File: config.mk
export PLATFORM = sky130hd
export DESIGN_NAME = mem_arbiter
export DESIGN_NICKNAME = d
export VERILOG_FILES = /design/src/rtl/mem_arb_pkg.sv /design/src/rtl/mem_arb_grant.sv /design/src/rtl/mem_arbiter.sv
export SDC_FILE = /design/constraint.sdc
export NUM_CORES = 1
export LEC_CHECK = 0
export BUFFER_PORTS_ARGS = -buffer_cell sky130_fd_sc_hd__clkbuf_2
export CAP_MARGIN = 25
export CORE_AREA = 2 2 105 107
export CTS_BUF_LIST = sky130_fd_sc_hd__clkbuf_8 sky130_fd_sc_hd__clkbuf_16
export DETAILED_ROUTE_END_ITERATION = 10
export DIE_AREA = 0 0 107 109
export HOLD_SLACK_MARGIN = 0.08
export PLACE_DENSITY = 0.71
export SYNTH_ARGS = -nofsm -noshare
export SYNTH_HDL_FRONTEND = slang
export SYNTH_HIERARCHICAL = 1
export SYNTH_SLANG_ARGS = --single-unit
export TNS_END_PERCENT = 100
File: constraint.sdc
create_clock -name clk -period 1.64 [get_ports clk]
set_input_delay 0.492 -clock clk [delete_from_list [all_inputs] [get_ports clk]]
set_output_delay 0.492 -clock clk [all_outputs]
set_load 0.05 [all_outputs]
File: src/rtl/mem_arb_pkg.sv
// ============================================================================
//  Module      : mem_arb_pkg
//  Description : Shared types for the two-client memory arbiter: owner and
//                state encodings used by mem_arbiter and mem_arb_grant.
//  Revision    : 1.0 - initial release
// ============================================================================
`default_nettype none

package mem_arb_pkg;

    // Which client owns (or is granted) the memory transaction.
    typedef enum logic [0:0] {
        OWN_IF = 1'b0,
        OWN_LS = 1'b1
    } owner_e;

    // Arbiter sequencing: IDLE looks for work, WAIT holds the bus until completion.
    typedef enum logic [0:0] {
        ST_IDLE = 1'b0,
        ST_WAIT = 1'b1
    } state_e;

endpackage : mem_arb_pkg

`default_nettype wire

File: src/rtl/mem_arb_grant.sv
// ============================================================================
//  Module      : mem_arb_grant
//  Description : Combinational grant between fetch and load/store clients.
//                Configuration macro ARB_RR_EN: when defined, simultaneous
//                requests alternate away from last_owner; when undefined,
//                load/store has fixed priority over fetch.
//  Revision    : 1.0 - initial release
// ============================================================================
`default_nettype none

module mem_arb_grant
    import mem_arb_pkg::*;
(
    input  logic   if_req,
    input  logic   ls_req,
    input  owner_e last_owner,
    output logic   grant_valid,
    output owner_e grant_owner
);

`ifndef ARB_RR_EN
    // Fixed priority ignores history; keep the input visibly consumed.
    logic unused_last_owner;
    assign unused_last_owner = last_owner;
`endif

    // Pick the winning client; a lone requester always wins.
    always_comb begin
        grant_valid = if_req | ls_req;
        grant_owner = ls_req ? OWN_LS : OWN_IF;
`ifdef ARB_RR_EN
        if (if_req && ls_req) begin
            grant_owner = (last_owner == OWN_LS) ? OWN_IF : OWN_LS;
        end
`endif
    end

endmodule : mem_arb_grant

`default_nettype wire

File: src/rtl/mem_arbiter.sv
// ============================================================================
//  Module      : mem_arbiter
//  Description : Merges instruction fetch (read-only) and load/store clients
//                onto a single-transaction req/busy/valid memory port. Issues
//                a one-cycle req pulse, holds addr/we/wdata for the whole
//                transaction and steers completion back to the owner.
//                Configuration macro ARB_RR_EN (see mem_arb_grant) selects
//                round-robin instead of fixed ls-over-if priority.
//  Revision    : 1.0 - initial release
// ============================================================================
`default_nettype none

module mem_arbiter
    import mem_arb_pkg::*;
#(
    parameter int AW = 32,
    parameter int DW = 32
) (
    input  logic          clk,
    input  logic          rst_n,
    input  logic          if_req,
    input  logic [AW-1:0] if_addr,
    output logic [DW-1:0] if_rdata,
    output logic          if_done,
    input  logic          ls_req,
    input  logic          ls_we,
    input  logic [AW-1:0] ls_addr,
    input  logic [DW-1:0] ls_wdata,
    output logic [DW-1:0] ls_rdata,
    output logic          ls_done,
    output logic          mem_req,
    output logic          mem_we,
    output logic [AW-1:0] mem_addr,
    output logic [DW-1:0] mem_wdata,
    input  logic [DW-1:0] mem_rdata,
    input  logic          mem_busy,
    input  logic          mem_valid
);

    state_e state;
    owner_e owner;
    owner_e last_owner;
    owner_e grant_owner;
    logic   grant_valid;

    mem_arb_grant u_grant (
        .if_req      (if_req),
        .ls_req      (ls_req),
        .last_owner  (last_owner),
        .grant_valid (grant_valid),
        .grant_owner (grant_owner)
    );

    // Issue one transaction at a time and hold the bus until the memory completes it.
    always_ff @(posedge clk or negedge rst_n) begin
        if (!rst_n) begin
            state      <= ST_IDLE;
            owner      <= OWN_LS;
            last_owner <= OWN_LS;
            mem_req    <= 1'b0;
            mem_we     <= 1'b0;
            mem_addr   <= '0;
            mem_wdata  <= '0;
        end else begin
            case (state)
                ST_IDLE: begin
                    if (grant_valid && !mem_busy) begin
                        owner   <= grant_owner;
                        mem_req <= 1'b1;
                        state   <= ST_WAIT;
                        if (grant_owner == OWN_LS) begin
                            mem_addr  <= ls_addr;
                            mem_we    <= ls_we;
                            mem_wdata <= ls_wdata;
                        end else begin
                            // Fetch is read-only; never leave stale store data on the bus.
                            mem_addr  <= if_addr;
                            mem_we    <= 1'b0;
                            mem_wdata <= '0;
                        end
                    end
                end
                ST_WAIT: begin
                    // Clearing every WAIT cycle makes the req pulse exactly one cycle wide.
                    mem_req <= 1'b0;
                    if (mem_valid) begin
                        state      <= ST_IDLE;
                        last_owner <= owner;
                    end
                end
                default: begin
                    state   <= ST_IDLE;
                    mem_req <= 1'b0;
                end
            endcase
        end
    end

    // Steer completion to the owning client; data is shared and qualified by done.
    always_comb begin
        if_done  = (state == ST_WAIT) && mem_valid && (owner == OWN_IF);
        ls_done  = (state == ST_WAIT) && mem_valid && (owner == OWN_LS);
        if_rdata = mem_rdata;
        ls_rdata = mem_rdata;
    end

endmodule : mem_arbiter

`default_nettype wire

==> results_dict.tcl, run 1 <==
set metrics [dict create \
    ctsLongestPathBuffers 2 \
    slowest_stage "dfstp_2" \
    dieArea_um2 11660 \
    h-tree-depth 3 \
    grt_pass1_vias 2693 \
    p_sw_mw 2.720 \
    via_per_inst 4.380 \
    final_util_pct 43.01 \
    clock-sinks 68 \
    crit_path_end_kind "output port" \
    setup_ws_ns -0.09474 \
    outcome "finished, violations left" \
    ios 267 \
    die_w_um 107 \
    hpwl_um 6426 \
    grt_overflow_total 0 \
    grt_start_max_net_pins 69 \
    hp-class "in -> async" \
    power_density_nw_per_um2 1334 \
    fin_nets 577 \
    fp.dieH_um 109 \
    start_util_pct 34.89 \
    clkPwrFrac_pct 20.9 \
    p_leak_nw 2.353 \
    cp.arrival_ns 1.24 \
    cpPeakStageDelay_ns 0.56 \
    comb_power_share_pct 41.9 \
    worstPathRequired_ns 1.15 \
    drt_iter0_markers 65 \
    place_area_um2 4270 \
    port_buffers 170 \
    areaGrowthSynthToFinish_pct 23.27 \
    timing.fmax_ghz 0.5765 \
    grt_usage_pct 14.27 \
    rows 38 \
    preCtsSetupSlack_ns -0.1064 \
    wl_per_cell_um 14.44 \
    clkTransAtPathRegs_ns 0.09 \
    finalCritPeriodShare_pct 105.8 \
    fin_area_um2 4561 \
    num_vias 2571 \
    min_period_ns 1.735 \
    critical_path.top_delay_family "flip-flops" \
    cp_num_buf_inv 1 \
    cp_cell_sequence "and3_4, clkbuf_16" \
    ant_nets 0 \
    whs_ns 0.1539 \
    ctsHoldBuffers 0 \
    cts_root_buf "clkbuf_8" \
    yosys_warnings 6 \
    cts_tree "done" \
    rsz0062_at_grt "yes" \
    coreArea_um2 10600 \
    drt_pass1_iterations 4 \
    slew_viol_final 0 \
    grt_pass1_wl_um 12890 \
    p_sw_share_pct 44.72 \
    slew-limit-headroom_pct 75.02 \
    drive_above_1_share_pct 61.30 \
    pwr-share-seq_pct 37.2 \
    finalClockSkew_ns 0.009942 \
    p_int_mw 3.363 \
    drc_errors 0 \
    numCtsBuffers 9 \
    syn-num-nets 455 \
    antenna_found_initial 0 \
    routed_wl_um 8478 \
    fillCellCount 1027 \
    crit_fanout 3 \
    path_class "reg -> out" \
    syn_inst 320 \
    postSynthAreaPerCell_um2 11.56 \
    setup_violations 1 \
    worst_pin_slew_ns 0.3746 \
    ir_drop_uv 627.4 \
    start_kind "flip-flop" \
    clkLatencyLatePin_ns 0.34 \
    total_power_mw 6.083 \
    gp_congestion 0.6833 \
    final_hold_viol_count 0 \
    cap_violations 0 \
    netlist_area_um2 3700 \
    violations "negative setup slack" \
    diodes 0 \
]
## worst reg2reg max path: cells and delay by family, from the launching register on
family,cells,cell delay [ns]
flip-flops,1,0.44
multiplexers,1,0.21
buffers and inverters,4,0.69
AND/OR/NAND/NOR,1,0.17
## area by class of cell
cell class	count	area (µm²)	area share, %
timing repair buffer	190	1090	23.90
clock buffer	9	123.9	2.716
tap	140	175.2	3.841
sequential	68	1704	37.37
multi-input combinational	139	1282	28.12
inverter	34	127.6	2.798
clock inverter	7	57.56	1.262
## per-layer routing
layer	global-route usage (%)	up-vias	routed length, µm	share of wire [%]
li1	-	1201	-	-
met1	14.99	1228	3097	37
met2	27.02	126	4653	55
met3	3.347	16	602	7.1
met4	6.401	0	125	1.5
met5	0	-	0	0
## through the flow
stage	TNS (ns)	cells
6_report	-0.09474	587
5_1_grt	-0.1930	587
4_1_cts	-0.1344	583
3_5_place_dp	-4.342	565
3_3_place_gp	-2.799	565
2_1_floorplan	0	320
## cells in the final DEF (no fill, tap or decap), drive strengths merged
cell type and instances:
and3 1, a21oi 1, nand2b 1, nor2 1, mux2i 34, clkinv 1
clkbuf 178, clkinvlp 3, nor3b 1, or2 1, dfstp 1, dfrtp 67
mux2 65, inv 37, nand2 34, buf 21
## worst paths after layout
path / start / end / slack (ns) / depth (start not counted)
worst max register to register: state / mem_wdata[14] / 0.06 / 6
worst max-delay path: owner / ls_done / -0.09 / 2
max in group asynchronous: rst_n / owner / 1.16 / 2
worst min-delay path: rst_n / mem_wdata[19] / 0.15 / 2
worst min register to register: mem_addr[9] / mem_addr[9] / 0.49 / 1
min in group clk: ls_wdata[13] / mem_wdata[13] / 0.37 / 3
## power groups by stage
stage / sequential, mW / combinational [mW] / clock (mW)
finish: 2.26 / 2.55 / 1.27
global route: 2.32 / 2.70 / 1.43
CTS: 2.27 / 2.55 / 1.35
detailed placement: 2.30 / 2.52 / 0
global placement: 2.29 / 2.48 / 0
floorplan: 3.55 / 0.988 / 0
## state kept, by name (all words and copies together), names as in the netlist
register / count
mem_req: 1
owner: 1
mem_addr: 32
mem_wdata: 32
mem_we: 1
state: 1
## what timing repair did
item,CTS,global route
buffers inserted,2,3
cloned,0,1
setup endpoints to repair,2,36
resized for setup,8,3
pin swaps,3,1
No activity file was read; power rests on OpenSTA's default activity.
==> inputs of run 2 (changes only) <==
--- a/config.mk
+++ b/config.mk
@@ -13,6 +13,7 @@
 export DIE_AREA = 0 0 107 109
 export HOLD_SLACK_MARGIN = 0.08
 export PLACE_DENSITY = 0.71
+export REMOVE_ABC_BUFFERS = 1
 export SYNTH_ARGS = -nofsm -noshare
 export SYNTH_HDL_FRONTEND = slang
 export SYNTH_HIERARCHICAL = 1
==> run 2 against run 1 <==
Against the previous run: the run still ends with negative setup slack left; die area did not move; final cell count fell by 0.68%; setup slack improved by 0.033 ns; flip-flop and latch count did not move; largest power group unchanged.
==> results_dict.tcl, run 2 (synthesis results as in run 1) <==
set metrics [dict create \
    outcome "finished, violations left" \
    violations "negative setup slack" \
    p_leak_nw 2.359 \
    cp_num_buf_inv 1 \
    worst_pin_slew_ns 0.3676 \
    place_inst 566 \
    multi_input_area_um2 1274 \
    cts_root_buf "clkbuf_8" \
    areaGrowthSynthToFinish_pct 22.73 \
    setup_ws_ns -0.06206 \
    reg.largest.list "mem_addr: 32 flops, mem_wdata: 32 flops" \
    routed_wl_um 9898 \
    worstPathRequired_ns 1.15 \
    setup_violations 2 \
    antenna_found_initial 0 \
    r2r-start "state" \
    timing.fmax_ghz 0.5875 \
    wl_per_cell_um 16.98 \
    finalCritPeriodShare_pct 103.8 \
    preCtsSetupSlack_ns -0.1565 \
    power_density_nw_per_um2 1384 \
    numCtsBuffers 9 \
    port_buffers 170 \
    finalClockSkew_ns 0.01265 \
    fp.dieH_um 109 \
    clock-sinks 68 \
    fin_nets 573 \
    register_area_um2 1704 \
    final_cell_mix "clkbuf_2, dfrtp_1, mux2_2, inv_1" \
    grt_pass1_wl_um 14610 \
    ant_nets 0 \
    ios 267 \
    slowest_stage "dfstp_2" \
    worstHoldStart "mem_valid" \
    cts_setup_buffers 0 \
    diodes 0 \
    critical_path.top_delay_family "flip-flops" \
    cpPeakStageDelay_ns 0.54 \
    grt_start_max_net_pins 61 \
    hpwl_um 7890 \
    num_vias 2623 \
    grt_overflow_total 0 \
    min_to "state" \
    drt_pass1_iterations 4 \
    via_per_inst 4.499 \
    coreArea_um2 10600 \
    cap_violations 0 \
    path_class "reg -> out" \
    final_util_pct 42.83 \
    min_period_ns 1.702 \
    grt_pass1_vias 2767 \
    cp.arrival_ns 1.21 \
    cp_cell_sequence "and3_4, clkbuf_16" \
    slew_viol_final 0 \
    slew-limit-headroom_pct 75.49 \
    crit_path_end_kind "output port" \
    start_util_pct 34.89 \
    ff2ff_path_depth 3 \
    final_hold_viol_count 0 \
    fin_tns_setup_ns -0.07042 \
    hp-class "in -> reg" \
    drc_errors 0 \
    crit_fanout 3 \
    rsz0062_at_grt "yes" \
    cts_tree "done" \
    h-tree-depth 3 \
    regToRegSetupSlack_ns 0.11 \
    gp_congestion 0.7446 \
    drive_above_1_share_pct 59.59 \
    ctsLongestPathBuffers 2 \
    die_w_um 107 \
    rows 38 \
    min_path_cells 2 \
    clkLatencyLatePin_ns 0.33 \
    dieArea_um2 11660 \
    drt_iter0_markers 77 \
    start_kind "flip-flop" \
    r2r_end "mem_addr[6]" \
    instances_no_fill 583 \
    ir_drop_uv 717.6 \
    fillCellCount 1014 \
    grt_usage_pct 16.94 \
    layout_commonest_cell "clkbuf_2" \
    clkTransAtPathRegs_ns 0.08 \
]
[run 2: routing by layer]
layer	up-vias	global-route usage [%]	wire (µm)
met5	-	4.911	58
met4	2	5.566	88
met3	9	14.64	1896
met2	202	23.11	4063
met1	1216	18.90	3790
li1	1194	-	-
[run 2: report_power, final]
group	internal (mW)	switching, mW
Sequential	2.05	0.209
Combinational	0.721	1.79
Clock	0.885	0.622
Total	3.66	2.63
[run 2: area by class of cell]
cell class / count / share of cell area (%)
clock inverter: 6 / 1.764
tap: 140 / 3.858
multi-input combinational: 139 / 28.05
sequential: 68 / 37.53
clock buffer: 10 / 3.031
inverter: 34 / 2.811
timing repair buffer: 186 / 22.95
[run 2: worst reg2reg max path: stages (launching register included)]
cell,delay (ns)
dfrtp_2,0.46
nor3b_4,0.26
buf_4,0.31
mux2_2,0.38
[run 2: worst max path at each step]
stage	start	end	slack [ns]	cells after the start
after CTS	owner	ls_done	-0.09	2
final	owner	ls_done	-0.06	2
after detailed placement	ls_req	mem_wdata[18]	-0.16	6
after global routing	owner	ls_done	-0.12	2
after global placement	ls_req	mem_addr[22]	-0.13	5
after floorplan	ls_req	owner	-2.74	3
[run 2: stage by stage]
step | power, mW | hold slack, ns | instance area [µm²]
2_1_floorplan | 4.087 | 0.1964 | 3093
3_3_place_gp | 4.761 | 0.4394 | 4278
3_5_place_dp | 4.812 | 0.4413 | 4278
4_1_cts | 6.377 | 0.3401 | 4541
5_1_grt | 6.614 | 0.3546 | 4541
6_report | 6.284 | 0.3622 | 4541
[run 2: repair_timing]
action | 4_1_cts | 5_1_grt
cloned | 0 | 0
endpoints found under the hold margin | 18 | 0
pin swaps | 2 | 0
resized for setup | 7 | 0
hold buffers | 1 | 0
endpoints found under the setup margin | 2 | 2
==> inputs of run 3 (changes only) <==
--- a/config.mk
+++ b/config.mk
@@ -7,12 +7,13 @@
 export LEC_CHECK = 0
 export BUFFER_PORTS_ARGS = -buffer_cell sky130_fd_sc_hd__clkbuf_2
 export CAP_MARGIN = 25
-export CORE_AREA = 2 2 105 107
+export CORE_AREA = 2 2 103 105
 export CTS_BUF_LIST = sky130_fd_sc_hd__clkbuf_8 sky130_fd_sc_hd__clkbuf_16
+export CTS_CLUSTER_DIAMETER = 100
 export DETAILED_ROUTE_END_ITERATION = 10
-export DIE_AREA = 0 0 107 109
+export DIE_AREA = 0 0 105 107
 export HOLD_SLACK_MARGIN = 0.08
-export PLACE_DENSITY = 0.71
+export PLACE_DENSITY = 0.74
 export REMOVE_ABC_BUFFERS = 1
 export SYNTH_ARGS = -nofsm -noshare
 export SYNTH_HDL_FRONTEND = slang
==> run 3 against run 2 <==
Against the previous run: the run still ends with negative setup slack left; via count increased by 2.5%; critical path depth unchanged; wire length up 14%; critical path type unchanged; largest power group unchanged.
==> results_dict.tcl, run 3 (synthesis results as in run 1) <==
set metrics [dict create \
    min_period_ns 1.708 \
    slew-limit-headroom_pct 74.31 \
    fin_nets 582 \
    ctsLongestPathBuffers 2 \
    diodes 0 \
    regToRegSetupSlack_ns 0.10 \
    cts_root_buf "clkbuf_8" \
    grt_pass1_wl_um 15930 \
    p_leak_nw 2.422 \
    drive_above_1_share_pct 60.84 \
    drc_errors 0 \
    grt_usage_pct 19.64 \
    ir_drop_uv 658.2 \
    port_buffers 170 \
    start_util_pct 36.66 \
    drt_iter0_markers 45 \
    setup_ws_ns -0.06812 \
    outcome "finished, violations left" \
    fin_area_um2 4651 \
    worst_pin_slew_ns 0.3853 \
    whs_ns 0.3557 \
    via_per_inst 4.571 \
    rsz0062_at_grt "yes" \
    place_area_um2 4315 \
    setup_violations 1 \
    clkLatencyLatePin_ns 0.34 \
    worstHoldStart "mem_valid" \
    power_density_nw_per_um2 1384 \
    fp.dieH_um 107 \
    grt_pass1_vias 2771 \
    die_w_um 105 \
    worstPathRequired_ns 1.15 \
    hp-class "in -> reg" \
    crit_start "owner" \
    final_cell_mix "clkbuf_2, dfrtp_1, mux2_2" \
    grt_overflow_total 0 \
    finalCritPeriodShare_pct 104.2 \
    drt_pass1_iterations 4 \
    r2r_end "mem_addr[5]" \
    cap_violations 0 \
    h-tree-depth 3 \
    routed_wl_um 11270 \
    dieArea_um2 11240 \
    gp_congestion 0.8383 \
    timing.fmax_ghz 0.5854 \
    violations "negative setup slack" \
    clock-sinks 68 \
    clkTransAtPathRegs_ns 0.07 \
    min_path_cells 2 \
    finalClockSkew_ns 0.003966 \
    areaGrowthSynthToFinish_pct 25.70 \
    wl_per_cell_um 19.17 \
    layout_commonest_cell "clkbuf_2" \
    grt_start_max_net_pins 34 \
    path_class "reg -> out" \
    rows 37 \
    slew_viol_final 0 \
    cp.arrival_ns 1.22 \
    crit_fanout 3 \
    coreArea_um2 10090 \
    ios 267 \
    cts_tree "done" \
    crit_path_end_kind "output port" \
    antenna_found_initial 0 \
    ant_nets 0 \
    reg.largest.list "mem_addr: 32 flops, mem_wdata: 32 flops" \
    ff2ff_path_depth 5 \
    hpwl_um 9174 \
    r2r-start "state" \
    final_hold_viol_count 0 \
    endpoint "ls_done" \
    start_kind "flip-flop" \
    numCtsBuffers 9 \
    num_vias 2688 \
]
-- run 3: cell count changes in the layout (fill, tap and decap cells not counted) --
cell and change:
buf_12 +1, buf_4 +7, clkbuf_16 +1, clkbuf_8 +2, clkinv_2 +1, clkinvlp_4 -1
inv_1 -2
-- run 3: routing by layer --
layer	part of all wire [%]	track usage, %
met1	37	20.31
met2	44	29.45
met3	18	15.93
met4	1.6	6.381
met5	0.19	6.190
-- run 3: how the worst min path moves through the flow --
stage | endpoint
final | state
after global routing | state
after CTS | state
after detailed placement | mem_wdata[18]
after global placement | mem_wdata[25]
after floorplan | mem_addr[0]
-- run 3: critical path: stages (launching register included) --
cell	delay, ns
dfstp_2	0.54
and3_4	0.18
clkbuf_16	0.15
-- run 3: what timing repair did --
action	4_1_cts	5_1_grt
gates resized for setup	7	0
hold buffers	1	0
setup buffers	1	3
hold endpoints to repair	19	0
cloned	0	1
pin swaps	1	1
setup endpoints to repair	2	44
-- run 3: metrics by stage --
stage	setup TNS [ns]	utilization, %	instances	setup WS [ns]	power [mW]
after floorplan	-175.68	-	241	-2.737	4.087
after detailed placement	-8.334	42.76	566	-0.2004	4.845
after CTS	-0.09694	45.61	584	-0.09694	6.501
after global placement	-5.141	42.76	566	-0.1350	4.787
final	-0.06812	46.08	588	-0.06812	6.436
after global routing	-0.1192	46.08	588	-0.1185	6.738
-- run 3: power by group --
group          leakage, nW  internal, mW  switching, mW
clock                0.122         0.976          0.624
sequential           0.830          2.05          0.207
combinational         1.47         0.754           1.82
total                 2.42          3.78           2.65
-- run 3: layout make-up --
cell class	instances	area, µm²
clock buffer	12	165.2
clock inverter	4	70.07
fill	956	5441
inverter	34	127.6
multi-input combinational	139	1274
sequential	68	1704
tap	136	170.2
timing repair buffer	195	1140
